--- config.mk ---
export PLATFORM = sky130hd
export DESIGN_NAME = mips_multicycle_ctrl
export DESIGN_NICKNAME = d
export VERILOG_FILES = /design/src/rtl/mips_multicycle_ctrl.sv
export SDC_FILE = /design/constraint.sdc
export NUM_CORES = 1
export LEC_CHECK = 0
export BUFFER_PORTS_ARGS = -buffer_cell sky130_fd_sc_hd__buf_2
export CAP_MARGIN = 20
export CORE_MARGIN = 2
export CORE_UTILIZATION = 54
export CTS_CLUSTER_SIZE = 8
export DETAILED_ROUTE_END_ITERATION = 8
export GPL_TIMING_DRIVEN = 1
export PLACE_DENSITY = 0.84
export SLEW_MARGIN = 30
export SYNTH_ARGS = -nofsm -noshare
export SYNTH_HDL_FRONTEND = slang
export SYNTH_SLANG_ARGS = --single-unit
--- constraint.sdc ---
create_clock -name clk -period 2.8 [get_ports clk]
set_input_delay 0.14 -clock clk [delete_from_list [all_inputs] [get_ports clk]]
set_output_delay 0.14 -clock clk [all_outputs]
set_load 0.05 [all_outputs]
--- src/rtl/mips_multicycle_ctrl.sv ---
// Moore control FSM for the multicycle MIPS datapath, with a retired-instruction counter.
// Optional feature macro CTRL_ILLEGAL_TRAP_EN: trap unknown Op/Funct into a sticky HALT state.
module mips_multicycle_ctrl #(
  parameter int CNT_WIDTH = 32
) (
  input  logic                 clk,
  input  logic                 rst,
  input  logic [5:0]           Op,
  input  logic [5:0]           Funct,
  output logic                 IorD,
  output logic                 MemWrite,
  output logic                 IRWrite,
  output logic                 PCWrite,
  output logic                 Branch,
  output logic                 PCSrc,
  output logic [2:0]           ALUControl,
  output logic [1:0]           ALUSrcB,
  output logic                 ALUSrcA,
  output logic                 RegWrite,
  output logic                 MemtoReg,
  output logic                 RegDst,
  output logic [3:0]           state_o,
  output logic [CNT_WIDTH-1:0] instr_cnt_o,
  output logic                 illegal_o
);

  typedef enum logic [3:0] {
    IDLE    = 4'd0,
    FETCH   = 4'd1,
    DECODE  = 4'd2,
    MEMADR  = 4'd3,
    MEMRD   = 4'd4,
    MEMWB   = 4'd5,
    MEMWR   = 4'd6,
    EXECUTE = 4'd7,
    ALUWB   = 4'd8,
    BRANCH  = 4'd9,
    ADDIEX  = 4'd10,
    ADDIWB  = 4'd11,
    HALT    = 4'd12
  } state_t;

  localparam logic [5:0] OP_RTYPE = 6'b000000;
  localparam logic [5:0] OP_LW    = 6'b100011;
  localparam logic [5:0] OP_SW    = 6'b101011;
  localparam logic [5:0] OP_BEQ   = 6'b000100;
  localparam logic [5:0] OP_ADDI  = 6'b001000;

  localparam logic [2:0] ALU_ADD = 3'b010;
  localparam logic [2:0] ALU_SUB = 3'b110;
  localparam logic [2:0] ALU_AND = 3'b000;
  localparam logic [2:0] ALU_OR  = 3'b001;
  localparam logic [2:0] ALU_SLT = 3'b111;

  state_t state, next_state;
  logic   retire;

  // Unknown function codes fall back to add; known flags whether the trap should fire.
  function automatic logic [3:0] funct_decode(input logic [5:0] f);
    case (f)
      6'b100000: funct_decode = {1'b1, ALU_ADD};
      6'b100010: funct_decode = {1'b1, ALU_SUB};
      6'b100100: funct_decode = {1'b1, ALU_AND};
      6'b100101: funct_decode = {1'b1, ALU_OR};
      6'b101010: funct_decode = {1'b1, ALU_SLT};
      default:   funct_decode = {1'b0, ALU_ADD};
    endcase
  endfunction

  always_ff @(posedge clk or posedge rst) begin
    if (rst) state <= IDLE;
    else     state <= next_state;
  end

  always_comb begin
    next_state = FETCH;
    IorD       = 1'b0;
    MemWrite   = 1'b0;
    IRWrite    = 1'b0;
    PCWrite    = 1'b0;
    Branch     = 1'b0;
    PCSrc      = 1'b0;
    ALUControl = ALU_ADD;
    ALUSrcB    = 2'b00;
    ALUSrcA    = 1'b0;
    RegWrite   = 1'b0;
    MemtoReg   = 1'b0;
    RegDst     = 1'b0;
    case (state)
      IDLE: next_state = FETCH;
      FETCH: begin
        ALUSrcB    = 2'b01;
        IRWrite    = 1'b1;
        PCWrite    = 1'b1;
        next_state = DECODE;
      end
      DECODE: begin
        // Speculatively compute the branch target into ALUOut.
        ALUSrcB = 2'b11;
        case (Op)
          OP_RTYPE:      next_state = EXECUTE;
          OP_LW, OP_SW:  next_state = MEMADR;
          OP_BEQ:        next_state = BRANCH;
          OP_ADDI:       next_state = ADDIEX;
`ifdef CTRL_ILLEGAL_TRAP_EN
          default:       next_state = HALT;
`else
          default:       next_state = FETCH;
`endif
        endcase
      end
      MEMADR: begin
        ALUSrcA    = 1'b1;
        ALUSrcB    = 2'b10;
        next_state = (Op == OP_LW) ? MEMRD : MEMWR;
      end
      MEMRD: begin
        IorD       = 1'b1;
        next_state = MEMWB;
      end
      MEMWB: begin
        MemtoReg = 1'b1;
        RegWrite = 1'b1;
      end
      MEMWR: begin
        IorD     = 1'b1;
        MemWrite = 1'b1;
      end
      EXECUTE: begin
        ALUSrcA    = 1'b1;
        ALUControl = funct_decode(Funct)[2:0];
`ifdef CTRL_ILLEGAL_TRAP_EN
        next_state = funct_decode(Funct)[3] ? ALUWB : HALT;
`else
        next_state = ALUWB;
`endif
      end
      ALUWB: begin
        RegDst   = 1'b1;
        RegWrite = 1'b1;
      end
      BRANCH: begin
        ALUSrcA    = 1'b1;
        ALUControl = ALU_SUB;
        Branch     = 1'b1;
        PCSrc      = 1'b1;
      end
      ADDIEX: begin
        ALUSrcA    = 1'b1;
        ALUSrcB    = 2'b10;
        next_state = ADDIWB;
      end
      ADDIWB: RegWrite = 1'b1;
`ifdef CTRL_ILLEGAL_TRAP_EN
      HALT: next_state = HALT;
`endif
      default: next_state = FETCH;
    endcase
  end

  assign state_o = state;

  // Every completing state returns to FETCH, so retirement is a pure state decode.
  assign retire = (state == MEMWB) || (state == MEMWR) || (state == ALUWB) ||
                  (state == BRANCH) || (state == ADDIWB);

  always_ff @(posedge clk or posedge rst) begin
    if (rst)         instr_cnt_o <= '0;
    else if (retire) instr_cnt_o <= instr_cnt_o + 1'b1;
  end

`ifdef CTRL_ILLEGAL_TRAP_EN
  always_ff @(posedge clk or posedge rst) begin
    if (rst)                                       illegal_o <= 1'b0;
    else if (next_state == HALT && state != HALT)  illegal_o <= 1'b1;
  end
`else
  assign illegal_o = 1'b0;
`endif

endmodule
==> results of run 1 <==
==> power groups by stage <==
stage	registers [mW]	logic (mW)	clock network (mW)
after floorplan	0.847	0.626	0
after CTS	0.719	0.939	0.389
after detailed placement	0.728	0.934	0
after global placement	0.725	0.928	0
final	0.718	0.932	0.382
after global routing	0.739	1.00	0.413
==> Yosys cell counts (all sizes together) <==
cell type	n	area, sq um
or3	1	11.3
and2	1	7.51
nor3	13	65.1
or4b	1	10.0
dfrtp	36	901
and4bb	2	32.5
o41ai	2	55.1
a21oi	5	25.0
nand2	12	45.0
o21bai	1	7.51
o22ai	3	18.8
nor3b	3	32.5
ha	1	12.5
or4	2	15.0
mux2i	1	10.0
and3b	1	10.0
and3	5	33.8
inv	8	30.0
and4	4	37.5
o21a	2	15.0
o311ai	1	8.76
nand3	10	50.1
xnor2	17	149
or3b	2	17.5
o21ai	3	15.0
conb	1	3.75
a41oi	1	8.76
a211o	1	8.76
nor2b	1	6.26
xor2	17	149
nand2b	7	43.8
nor4	2	27.5
clkbuf	4	15.0
buf	5	38.8
nand4	3	18.8
nor2	20	75.1
or2	1	6.26
o2bb2a	1	10.0
==> registers in the layout (all words and copies together), names as in the netlist <==
signal / count
instr_cnt_o: 32
state_o: 4
==> worst max-delay path, cell delays in order (launching register included) <==
cell and delay (ns):
dfrtp_1 0.56, nand2b_1 0.29, or4b_2 0.69, o22ai_1 0.14, buf_2 0.28
==> metrics by stage <==
stage | setup WS, ns | hold WS [ns] | utilization [%] | power [mW] | area [sq um]
floorplan | 0.300 | 0.307 | - | 1.47 | 2030
global placement | 0.707 | 0.259 | 65.3 | 1.65 | 2370
detailed placement | 0.680 | 0.274 | 65.3 | 1.66 | 2370
CTS | 0.395 | 0.327 | 68.2 | 2.05 | 2480
global route | 0.221 | 0.366 | 68.2 | 2.15 | 2480
finish | 0.400 | 0.333 | 68.2 | 2.03 | 2480
==> kinds of logic after synthesis <==
family / after synthesis / synth area share [%]
AND/OR/NAND/NOR: 91 / 26.9
flip-flops: 36 / 44.4
XOR/XNOR: 34 / 14.7
AO/OA/AOI/OAI: 20 / 8.52
buffers and inverters: 17 / 4.14
adder cells (fa/ha/maj): 1 / 0.617
other: 1 / 0.185
multiplexers: 1 / 0.494
==> worst min-delay path by stage <==
stage / start / end
after global routing: Op[1] / state_o[1]$_DFF_PP0_
final: Op[1] / state_o[1]$_DFF_PP0_
after detailed placement: rst / instr_cnt_o[20]$_DFFE_PP0P_
after floorplan: rst / instr_cnt_o[0]$_DFFE_PP0P_
after CTS: Op[4] / state_o[1]$_DFF_PP0_
after global placement: rst / instr_cnt_o[20]$_DFFE_PP0P_
==> final cells by class <==
cell class                      count  area [sq um]
Fill cell                         310          1160
Clock inverter                      1          7.51
Inverter                            8          30.0
Tap cell                           48          60.1
Clock buffer                        7          86.3
Sequential cell                    36           901
Multi-Input combinational cell    148          1050
Timing Repair Buffer               67           345
==> placed cells by master (no fill, tap or decap), types with 2 or more instances in the layout <==
cell / instances
a21oi_1: 5
and3_1: 3
and3_2: 2
and4_1: 2
and4_2: 2
and4bb_4: 2
buf_2: 64
buf_4: 2
clkbuf_8: 6
dfrtp_1: 36
inv_1: 8
nand2_1: 12
nand2b_1: 7
nand3_1: 10
nand4_1: 3
nor2_1: 20
nor3_1: 12
nor3b_2: 2
o21a_1: 2
o21ai_0: 3
o22ai_1: 3
o41ai_4: 2
or4_1: 2
xnor2_1: 17
xor2_1: 17
==> per-layer routing <==
layer  GRT usage [%]  vias up  share of wire [%]
li1                -      834                  -
met1            29.4      790                 49
met2            32.0       42                 44
met3            4.62        7                5.7
met4            7.81        0                1.5
met5               0        -                  0
==> what timing repair did <==
item / 4_1_cts / 5_1_grt
hold buffers: 1 / 0
setup endpoints to repair: 0 / 0
endpoints found under the hold margin: 36 / 0
==> results by group, run 1 <==
Timing
  – Min cycle time layout: 2.40 ns
  – Max Freq: 417 MHz
  – Setup TNS: 0 ns
  – Worst slew margin: 56.1%
  – Max-slew violations: 0
  – Final setup fails: 0
  – Worst Max-Slew Pin Slew: 0.657 ns
  – Fin crit share: 85.7%
  – Unrepaired setup endpoints after global routing: false
  – Fin. Hold Viols: 0
  – Fin Clk Skew: about 0.005 ns

Critical path
  – Required time worst endpoint: 2.66 ns
  – Worst r2r path cells: 5
  – Reg2reg start: state_o[2]$_DFF_PP0_
  – Worst-path fanout max: 18
  – Reg2reg setup slack: between 0.6 and 0.7 ns
  – CP Launch Point: state_o[3]$_DFF_PP0_
  – Worst Path Arrival: about 2.3 ns
  – Critical R2R Capture: instr_cnt_o[15]$_DFFE_PP0P_
  – CP endpoint: ALUControl[2]
  – Setup CP Type: register to output port
  – Crit end category: output port
  – Type of element launching the critical path: register

Hold path
  – Hold crit path type: input pin to register
  – Hold depth: 4

Routing
  – DRT Wirelength: 4060 microns
  – First-pass DRT Iterations: 4
  – DRC: 0
  – Initial drt markers: ~110
  – Via density: 5.31
  – Wire per inst: 12.9 microns
  – Post-route ant nets: 0
  – Via count: 1673

Floorplanning
  – Die area: 4260 sq um
  – Core box area: 3630 sq um
  – Cell Rows: 22
  – Initial Utilization: 55.8%
  – Die width: 65.3 microns
  – Height of the chip: 65.3 microns
  – Ports: 66

GRT
  – Remaining Overflow, GRT: 0
  – First-pass GRT wire length: 6850 microns
  – Initial antenna violation count: 0
  – Total GRT Usage: 21.0%
  – Vias in the first global route: 1467
  – Largest net degree at the start of global routing: 37

Outcome
  – Status: completed

Clock tree
  – Num CTS Buffers: 5
  – CTS tree: built
  – Max Buffers Root-to-Sink: 2
  – Post-CTS setup buffers: 0
  – Sink Count: 36
  – Clk Latency, worst-skew pair: ~0.29 ns
  – Reg clk slew, reported paths: 0.07 ns
  – Root Driver: clkbuf_8
  – H-tree depth: 2
  – Post-CTS Resized: 0

Logic synthesis
  – Netlist cell types: 45
  – Post-Synthesis Cell Area: 2030 sq um
  – Avg Inst Size Synth: 10.1 sq um
  – Synth warnings: 0
  – Register area share after synthesis: 44.4%
  – Cells after Synth: 201
  – #FFs+latches synth: 36
  – Syn nets: 216

Place
  – Placed cell count: a little over 300
  – Detail Placement HPWL: 2940 microns
  – Port bufs: 64
  – Gpl congestion: 0.779

Cells and area
  – Antenna diode count: 0
  – Final non-filler cell total: 315
  – # nets final: 281
  – Area growth from synthesis to layout: 22.2%
  – Fraction of layout cells with a size suffix above 1: 33.7%

Run
  – Max-cap violations: 0

Power
  – Power share of the clock group: 18.8%
  – Internal Pwr Total: slightly above 1 mW
  – Net Sw Frac: 49.2%
  – Peak supply drop: ~740 uV
  – Psw: 999 uW
  – Combinational share of power: between 40% and 50%
  – Sequential share of power: between 30% and 40%
  – Cell area power density: 820 nW/um^2
  – Pleak: approximately 1.3 nW
(Power assumes the default switching activity.)
==> run 2, diff against run 1 <==
--- a/config.mk
+++ b/config.mk
@@ -7,6 +7,7 @@
 export LEC_CHECK = 0
 export BUFFER_PORTS_ARGS = -buffer_cell sky130_fd_sc_hd__buf_2
 export CAP_MARGIN = 20
+export CORE_ASPECT_RATIO = 1.2
 export CORE_MARGIN = 2
 export CORE_UTILIZATION = 54
 export CTS_CLUSTER_SIZE = 8
==> results by group, run 2 (synthesis gave the netlist of run 1 again) <==
Outcome
  – Status: completed

Cells and area
  – Antenna diode count: 0
  – Core Util, Final: 67.8%
  – Register bank with the most flops: instr_cnt_o
  – Area growth from synthesis to layout: 20.5%
  – # nets final: 280
  – Fraction of layout cells with a size suffix above 1: approximately a third
  – Fillers: between 200 and 300
  – Most frequent cells in the layout: 64 x buf_2, 36 x dfrtp_1, 20 x nor2_1
  – Max FFs per register: 32
  – Commonest non-fill, non-tap cell in the layout: buf_2

Critical path
  – Required time worst endpoint: 2.66 ns
  – Worst-path fanout max: 17
  – Setup CP Type: register to output port
  – Type of element launching the critical path: register
  – Crit-path cells: nand2b_1, or4b_2, o22ai_1, buf_2
  – Worst Path Arrival: 2.28 ns
  – Crit end category: output port
  – Crit path max-delay cell type: or4b_2
  – CP peak stage delay: 0.70 ns

Floorplanning
  – Core box area: 3600 sq um
  – Cell Rows: 24
  – Ports: 66
  – Initial Utilization: about 56%
  – Die width: 59.9 microns
  – Height of the chip: a little over 70 microns
  – Die area: 4260 sq um

Routing
  – DRC: 0
  – Initial drt markers: 99
  – Via count: approximately 1600
  – Via density: 5.38
  – DRT Wirelength: 4010 microns
  – Wire per inst: between 10 and 15 microns
  – First-pass DRT Iterations: 4
  – Post-route ant nets: 0

Timing
  – Max-slew violations: 0
  – Fin. Hold Viols: 0
  – Fin Clk Skew: 0.00570 ns
  – Unrepaired setup endpoints after global routing: false
  – Worst slew margin: 57.1%
  – Min cycle time layout: 2.42 ns
  – Setup TNS: 0 ns
  – Worst Max-Slew Pin Slew: approximately 0.64 ns
  – Max Freq: 413 MHz
  – Final setup fails: 0
  – Fin crit share: slightly below 90%

Power
  – Peak supply drop: around 330 uV
  – Pleak: between 1 and 1.5 nW
  – Net Sw Frac: around 50%
  – Internal Pwr Total: 1000 uW
  – Cell area power density: 811 nW/um^2
  – Power share of the clock group: 17.0%
  – Combinational share of power: 46.8%
  – Psw: about 1000 uW
  – Sequential share of power: 36.2%

GRT
  – Largest net degree at the start of global routing: 37
  – Initial antenna violation count: 0
  – Vias in the first global route: 1473
  – Remaining Overflow, GRT: 0
  – First-pass GRT wire length: approximately 6400 microns
  – Total GRT Usage: 19.5%

Clock tree
  – Max Buffers Root-to-Sink: 2
  – H-tree depth: 2
  – Num CTS Buffers: 5
  – CTS tree: built
  – Reg clk slew, reported paths: roughly 0.060 ns
  – Sink Count: 36
  – Root Driver: clkbuf_8
  – Clk Latency, worst-skew pair: between 0.2 and 0.3 ns

Place
  – Detail Placement HPWL: between 2000 and 3000 microns
  – Gpl congestion: 0.780
  – Port bufs: 64

Run
  – Max-cap violations: 0

Hold path
  – Hold crit path type: input pin to register
[run 2: changes by cell type in the layout (fill, tap and decap cells not counted)]
cell / change
buf_4: -1
clkbuf_8: -1
clkinv_2: +1
clkinvlp_4: -1
[run 2: through the flow]
step,setup slack (ns),power [mW],cells,hold WS (ns),area (sq um)
floorplan,0.300,1.47,201,0.307,2030
global placement,0.657,1.65,296,0.257,2350
detailed placement,0.543,1.66,296,0.264,2350
CTS,0.379,2.00,304,0.345,2440
global route,0.258,2.09,304,0.375,2440
finish,0.380,1.98,304,0.350,2440
[run 2: final timing paths]
kind                                                  start  cells after the start                          end  slack [ns]
worst max-delay path                   state_o[2]$_DFF_PP0_                      4                ALUControl[2]        0.38
worst min-delay path                                  Op[3]                      4         state_o[0]$_DFF_PP0_        0.35
worst max register to register         state_o[2]$_DFF_PP0_                      5  instr_cnt_o[18]$_DFFE_PP0P_        0.55
worst min register to register  instr_cnt_o[31]$_DFFE_PP0P_                      1  instr_cnt_o[31]$_DFFE_PP0P_        0.48
max in group asynchronous                               rst                      4  instr_cnt_o[10]$_DFFE_PP0P_        1.99
min in group asynchronous                               rst                      4  instr_cnt_o[25]$_DFFE_PP0P_        0.49
[run 2: power groups by stage]
| stage | combinational (mW) | sequential (mW) | clock [mW] |
|---|---|---|---|
| after detailed placement | 0.932 | 0.726 | 0 |
| after CTS | 0.936 | 0.716 | 0.344 |
| final | 0.928 | 0.718 | 0.336 |
| after floorplan | 0.626 | 0.847 | 0 |
| after global routing | 0.988 | 0.738 | 0.363 |
| after global placement | 0.929 | 0.719 | 0 |
[run 2: area by class of cell]
cell class | count | area, sq um | area share (%)
sequential | 36 | 901 | 36.9
inverter | 8 | 30.0 | 1.23
multi-input combinational | 148 | 1050 | 42.9
tap | 39 | 48.8 | 2.00
timing repair buffer | 66 | 338 | 13.8
clock inverter | 1 | 5.00 | 0.205
clock buffer | 6 | 72.6 | 2.97
[run 2: worst max-delay path: cells and delay by family (launching register included)]
kind	cells	cell delay, ns
AO/OA/AOI/OAI	1	0.14
buffers and inverters	1	0.28
AND/OR/NAND/NOR	2	0.92
flip-flops	1	0.66
[run 2: repair_timing]
item	4_1_cts	5_1_grt
hold buffers	1	0
setup buffers	0	0
gates resized for setup	0	0
endpoints found under the hold margin	36	0
[run 2: per-layer routing]
metal  track usage (%)  share of wire [%]  vias to the layer above
li1                  -                  -                      813
met1              25.6                 45                      759
met2              31.5                 48                       56
met3              4.20                5.6                        6
met4              6.67                1.5                        0
met5                 0                  0                        -
